--- src/rtl/lcd_hd44780_ctrl_if.sv ---
// CPU-side write bus of the HD44780 controller: write strobe, payload and status flags.
interface lcd_hd44780_ctrl_if;
   logic       wr_en;
   logic       wr_rs;
   logic       wr_nib;
   logic [7:0] wr_data;
   logic       busy;
   logic       idle;

   modport master (output wr_en, wr_rs, wr_nib, wr_data, input busy, idle);
   modport slave  (input wr_en, wr_rs, wr_nib, wr_data, output busy, idle);
endinterface

--- src/rtl/lcd_hd44780_ctrl.sv ---
// HD44780 4-bit bus driver: one byte or init nibble per write, full bus timing and execution wait.
// Define LCD_CTRL_FIFO_EN to put a 4-entry write FIFO in front of the state machine.
module lcd_hd44780_ctrl #(
   parameter int TAS_CYC       = 2,
   parameter int PW_CYC        = 13,
   parameter int TH_CYC        = 2,
   parameter int EXEC_CYC      = 1100,
   parameter int LONG_EXEC_CYC = 41100,
   parameter int CNT_W         = 16
) (
   input  logic               clk,
   input  logic               rst,
   lcd_hd44780_ctrl_if.slave  bus,
   output logic               lcd_e,
   output logic               lcd_rw,
   output logic               lcd_rs,
   output logic [3:0]         lcd_db
);

   typedef enum logic [2:0] {IDLE, SU_H, PW_H, HD_H, SU_L, PW_L, HD_L, WAIT} state_t;

   localparam logic [CNT_W-1:0] TAS_LOAD = CNT_W'(TAS_CYC - 1);
   localparam logic [CNT_W-1:0] PW_LOAD  = CNT_W'(PW_CYC - 1);
   localparam logic [CNT_W-1:0] TH_LOAD  = CNT_W'(TH_CYC - 1);

   state_t           state;
   logic [CNT_W-1:0] cnt;
   logic             active;
   logic             rs_q;
   logic             nib_q;
   logic [7:0]       data_q;

   logic             start;
   logic             src_rs;
   logic             src_nib;
   logic [7:0]       src_data;

   // Clear Display and Return Home need the long execution wait.
   function automatic logic [CNT_W-1:0] wait_load(input logic rs, input logic nib,
                                                  input logic [7:0] data);
      logic [CNT_W-1:0] load;
      if (!rs && !nib && (data == 8'h01 || data == 8'h02 || data == 8'h03))
         load = CNT_W'(LONG_EXEC_CYC - 1);
      else
         load = CNT_W'(EXEC_CYC - 1);
      return load;
   endfunction

`ifdef LCD_CTRL_FIFO_EN
   logic [9:0] fifo_mem [4];
   logic [1:0] wr_ptr;
   logic [1:0] rd_ptr;
   logic [2:0] count;
   logic       full;
   logic       push;
   logic       pop;

   assign full  = (count == 3'd4);
   assign pop   = (state == IDLE) && (count != 3'd0);
   // A full FIFO still takes a write when the head leaves in the same cycle.
   assign push  = bus.wr_en && (!full || pop);
   assign start = pop;
   assign {src_rs, src_nib, src_data} = fifo_mem[rd_ptr];

   always_ff @(posedge clk) begin
      if (push)
         fifo_mem[wr_ptr] <= {bus.wr_rs, bus.wr_nib, bus.wr_data};
   end

   always_ff @(posedge clk or posedge rst) begin
      if (rst) begin
         wr_ptr <= 2'd0;
         rd_ptr <= 2'd0;
         count  <= 3'd0;
      end else begin
         if (push)
            wr_ptr <= wr_ptr + 2'd1;
         if (pop)
            rd_ptr <= rd_ptr + 2'd1;
         case ({push, pop})
            2'b10:   count <= count + 3'd1;
            2'b01:   count <= count - 3'd1;
            default: count <= count;
         endcase
      end
   end

   assign bus.busy = full;
   assign bus.idle = (count == 3'd0) && !active;
`else
   assign start    = (state == IDLE) && bus.wr_en;
   assign src_rs   = bus.wr_rs;
   assign src_nib  = bus.wr_nib;
   assign src_data = bus.wr_data;
   assign bus.busy = active;
   assign bus.idle = !active;
`endif

   always_ff @(posedge clk) begin
      if (start) begin
         rs_q   <= src_rs;
         nib_q  <= src_nib;
         data_q <= src_data;
      end
   end

   assign lcd_rw = 1'b0;

   always_ff @(posedge clk or posedge rst) begin
      if (rst) begin
         state  <= IDLE;
         cnt    <= '0;
         active <= 1'b0;
         lcd_e  <= 1'b0;
         lcd_rs <= 1'b0;
         lcd_db <= 4'h0;
      end else if (state == IDLE) begin
         if (start) begin
            state  <= SU_H;
            cnt    <= TAS_LOAD;
            active <= 1'b1;
            lcd_rs <= src_rs;
            lcd_db <= src_data[7:4];
         end
      end else if (cnt != '0) begin
         cnt <= cnt - CNT_W'(1);
      end else begin
         case (state)
            SU_H: begin
               state <= PW_H;
               cnt   <= PW_LOAD;
               lcd_e <= 1'b1;
            end
            PW_H: begin
               state <= HD_H;
               cnt   <= TH_LOAD;
               lcd_e <= 1'b0;
            end
            HD_H: begin
               if (nib_q) begin
                  state <= WAIT;
                  cnt   <= wait_load(rs_q, nib_q, data_q);
               end else begin
                  // Low nibble goes out only after the high-nibble hold time.
                  state  <= SU_L;
                  cnt    <= TAS_LOAD;
                  lcd_db <= data_q[3:0];
               end
            end
            SU_L: begin
               state <= PW_L;
               cnt   <= PW_LOAD;
               lcd_e <= 1'b1;
            end
            PW_L: begin
               state <= HD_L;
               cnt   <= TH_LOAD;
               lcd_e <= 1'b0;
            end
            HD_L: begin
               state <= WAIT;
               cnt   <= wait_load(rs_q, nib_q, data_q);
            end
            WAIT: begin
               state  <= IDLE;
               active <= 1'b0;
            end
            default: begin
               state  <= IDLE;
               active <= 1'b0;
               lcd_e  <= 1'b0;
            end
         endcase
      end
   end

endmodule
--- src/flat_wrapper.sv ---
// flat-port wrapper written by rule: the top's interface ports become plain ports
module lcd_hd44780_ctrl_flat 
#(
   parameter int TAS_CYC       = 2,
   parameter int PW_CYC        = 13,
   parameter int TH_CYC        = 2,
   parameter int EXEC_CYC      = 1100,
   parameter int LONG_EXEC_CYC = 41100,
   parameter int CNT_W         = 16
)
  (clk, rst, lcd_e, lcd_rw, lcd_rs, lcd_db, bus_wr_en, bus_wr_rs, bus_wr_nib, bus_wr_data, bus_busy, bus_idle);
  lcd_hd44780_ctrl_if bus_i ();
  input  logic clk;
  input  logic rst;
  output logic lcd_e;
  output logic lcd_rw;
  output logic lcd_rs;
  output logic [3:0] lcd_db;
  input wire logic [$bits(bus_i.wr_en)-1:0] bus_wr_en;
  input wire logic [$bits(bus_i.wr_rs)-1:0] bus_wr_rs;
  input wire logic [$bits(bus_i.wr_nib)-1:0] bus_wr_nib;
  input wire logic [$bits(bus_i.wr_data)-1:0] bus_wr_data;
  output wire logic [$bits(bus_i.busy)-1:0] bus_busy;
  output wire logic [$bits(bus_i.idle)-1:0] bus_idle;
  assign bus_i.wr_en = bus_wr_en;
  assign bus_i.wr_rs = bus_wr_rs;
  assign bus_i.wr_nib = bus_wr_nib;
  assign bus_i.wr_data = bus_wr_data;
  assign bus_busy = bus_i.busy;
  assign bus_idle = bus_i.idle;
  lcd_hd44780_ctrl #(.TAS_CYC(TAS_CYC), .PW_CYC(PW_CYC), .TH_CYC(TH_CYC), .EXEC_CYC(EXEC_CYC), .LONG_EXEC_CYC(LONG_EXEC_CYC), .CNT_W(CNT_W)) u_core (.clk(clk), .rst(rst), .bus(bus_i), .lcd_e(lcd_e), .lcd_rw(lcd_rw), .lcd_rs(lcd_rs), .lcd_db(lcd_db));
endmodule
--- config.mk ---
export PLATFORM = sky130hd
export DESIGN_NAME = lcd_hd44780_ctrl_flat
export DESIGN_NICKNAME = d
export VERILOG_FILES = /design/src/rtl/lcd_hd44780_ctrl_if.sv /design/src/rtl/lcd_hd44780_ctrl.sv /design/src/flat_wrapper.sv
export SDC_FILE = /design/constraint.sdc
export NUM_CORES = 1
export LEC_CHECK = 0
export ABC_AREA = 1
export CORE_ASPECT_RATIO = 1.5
export CORE_MARGIN = 2
export CORE_UTILIZATION = 25
export CTS_BUF_LIST = sky130_fd_sc_hd__clkbuf_8
export CTS_CLUSTER_SIZE = 40
export DETAILED_ROUTE_END_ITERATION = 6
export PLACE_DENSITY = 0.4
export SETUP_SLACK_MARGIN = 0.02
export SYNTH_ARGS = -nofsm -noshare
export SYNTH_HDL_FRONTEND = slang
export SYNTH_SLANG_ARGS = --single-unit
--- constraint.sdc ---
create_clock -name clk -period 3.1 [get_ports clk]
set_input_delay 0.775 -clock clk [delete_from_list [all_inputs] [get_ports clk]]
set_output_delay 0.775 -clock clk [all_outputs]
set_load 0.05 [all_outputs]
==> reports/summary.txt <==
Syn Area/Cell = 8.18 µm²
Max Buffers Root-to-Sink = 2
Drt via density = 4.38
IO Port Bufs = 20
F_max = 432 MHz
Antenna diodes = 0
DRT Wirelength = 5.18 mm
DRC viols = 0
Pwr/cell area = 1030 mW/mm²
Critical path type = register to output port
Clk root buf = clkbuf_8
Wirelength per Cell = 12.8 µm
CP startpoint kind = register
Clock latency on the worst-skew pair = 300 ps
Max IR drop VDD = 0.000469 V
Status = finished clean
First-pass GRT wire length = 9.07 mm
Total CTS buffers = 5
CTS clk-pin slew, worst paths = 80 ps
Int Pwr = 1.38 mW
Switching Share = 0.488
Skew final = 7.71 ps
Die height = 119 µm
I/O pin count = 22
Antenna violations before repair = 0
Syn Std Cell Area = 0.00221 mm²
Post-DP HPWL = 3.86 mm
RSZ-0062 raised after global routing = false
Sequential area share after synthesis = 0.430
Die width = 80.8 µm
Area of the die = 0.00962 mm²
Final setup vio count = 0
YS warnings = 0
Hold Fails Final Rpt = 0
Worst Path Arrival = 1540 ps
Mapped Nets = 284
Max Cap Viol = 0
Nets = 307
Period utilization = 0.747
Gp weighted congestion = 0.813
Number of synthesized register bits = 36
Global Route Usage Sum = 0.124
Initial core utilization = 0.253
HP Class = register to register
DRT Pass-1 Iters = 4
Vias in the first global route = 1881
Slew Limit Headroom = 0.663
# fillers = 962
Worst-Margin Slew = 504 ps
Num rows = 42
Clock H-tree levels = 2
Num Clock Sinks = 36
CTS tree = yes
CP endpoint kind = output port
Yosys cell types = 34
Min Tclk post-route = 2320 ps
Req. time, crit path = 2320 ps
Combinational share of power = 0.537
Setup bufs post-CTS = 0
DR vias = 1771
Area Overhead vs Synth = 18.8%
Switching Power = 1.31 mW
Post-CTS Hold Buffers = 0
Slew Viols, Final = 0
Mapped Cells = 270
Critical path fanouts, max = 3
Layout cells sized above 1 = 0.139
Fin Setup TNS = 0 ps
Core Area = 0.00872 mm²
Hold Worst Slack = 485 ps
LEAKAGE = 1.23 nW
Post-CTS resize count = 0
DRT iter0 DRCs = 58
Sequential share of power = 0.305
Clk pwr share = 0.158
Largest net degree at the start of global routing = 27
ANT nets after route = 0
GRT Residual Overflow = 0
-- synth_stat cells, drive strengths merged --
cell type | n | area (µm²)
nand3b | 1 | 7.51
and2 | 1 | 6.26
conb | 1 | 3.75
o311ai | 1 | 8.76
nand2 | 83 | 359
edfxtp | 10 | 300
ha | 1 | 12.5
nor3 | 2 | 10.0
nor2 | 36 | 221
o31ai | 1 | 7.51
nand3 | 27 | 150
dfrtp | 26 | 651
mux2i | 4 | 40.0
o211ai | 1 | 7.51
inv | 36 | 148
buf | 5 | 41.3
xor2 | 2 | 17.5
xnor2 | 2 | 17.5
nand4 | 10 | 77.6
o21ai | 20 | 123
-- worst max-delay path, cell delays in order, from the launching register on --
cell	delay, ps
dfrtp_1	400
inv_1	60
clkdlybuf4s50_1	790
-- registers in the layout, summed over array words and instances, names as in the netlist --
signal,count
u_core.rs_q,1
u_core.nib_q,1
u_core.data_q,8
u_core.lcd_e,1
u_core.lcd_db,4
u_core.cnt,16
u_core.lcd_rs,1
u_core.state,3
u_core.bus.busy,1
-- per-layer routing --
layer	wire, µm	global-route usage	vias to the layer above
li1	-	-	915
met1	2130	0.139	823
met2	2810	0.224	28
met3	145	0.0258	5
met4	92	0.0477	0
met5	0	0	-
-- power groups by stage --
stage	Clock [mW]	Sequential, mW	Combinational [mW]
after global placement	0	0.835	1.47
final	0.426	0.821	1.45
after detailed placement	0	0.831	1.47
after global routing	0.466	0.847	1.64
after floorplan	0	0.890	1.08
after CTS	0.446	0.821	1.48
-- metrics by stage --
stage               instance area, µm²  std cells   util  power (mW)  worst slack, ps
floorplan                         2210        270      -        1.97             1370
detailed placement                2510        396  0.288        2.31              921
finish                            2630        404  0.301        2.69              783
global placement                  2510        396  0.288        2.31              921
global route                      2630        404  0.301        2.96              724
CTS                               2630        404  0.301        2.75              752
-- logic make-up (layout without fill, tap and decap cells) --
family | after synthesis | in the layout | share of synthesized area
AOI/OAI and AO/OA | 23 | 23 | 0.0663
xor gates and xnor gates | 4 | 4 | 0.0159
adders and majority gates | 1 | 1 | 0.00566
buffers and inverters | 41 | 65 | 0.0855
DFF | 36 | 36 | 0.430
muxes | 4 | 4 | 0.0181
other | 1 | 1 | 0.00170
and+or+nand+nor | 160 | 160 | 0.377
-- cells in the final DEF, fill, tap and decap left out, types with 4 or more instances in the layout --
cell,netlist,layout
nand4_1,9,9
mux2i_1,4,4
clkbuf_8,0,5
o21ai_2,6,6
o21ai_1,4,4
nand2_1,77,77
o21ai_0,10,10
nor2_2,6,6
inv_1,32,32
nand3_1,24,24
edfxtp_1,10,10
clkdlybuf4s50_1,0,20
dfrtp_1,26,26
nor2_1,24,24
-- worst paths after layout --
path                                  from               end  slack, ps  depth (start not counted)
hold / removal                u_core.lcd_e      u_core.lcd_e        490                          2
max in group asynchronous              rst     u_core.cnt[1]       1970                          3
hold reg to reg               u_core.lcd_e      u_core.lcd_e        490                          2
min in group asynchronous              rst    u_core.cnt[13]        840                          3
setup / recovery           u_core.bus.busy          bus_idle        780                          2
setup reg to reg           u_core.state[0]  u_core.data_q[7]       1310                          5
-- layout make-up --
cell class / instances / area [µm²] / area share
Inverter: 36 / 148 / 0.0562
Timing Repair Buffer: 21 / 208 / 0.0791
Clock buffer: 5 / 68.8 / 0.0262
Multi-Input combinational cell: 193 / 1070 / 0.408
Sequential cell: 36 / 951 / 0.362
Clock inverter: 3 / 42.5 / 0.0162
Tap cell: 110 / 138 / 0.0524
Power figures use the tool's default switching activity.
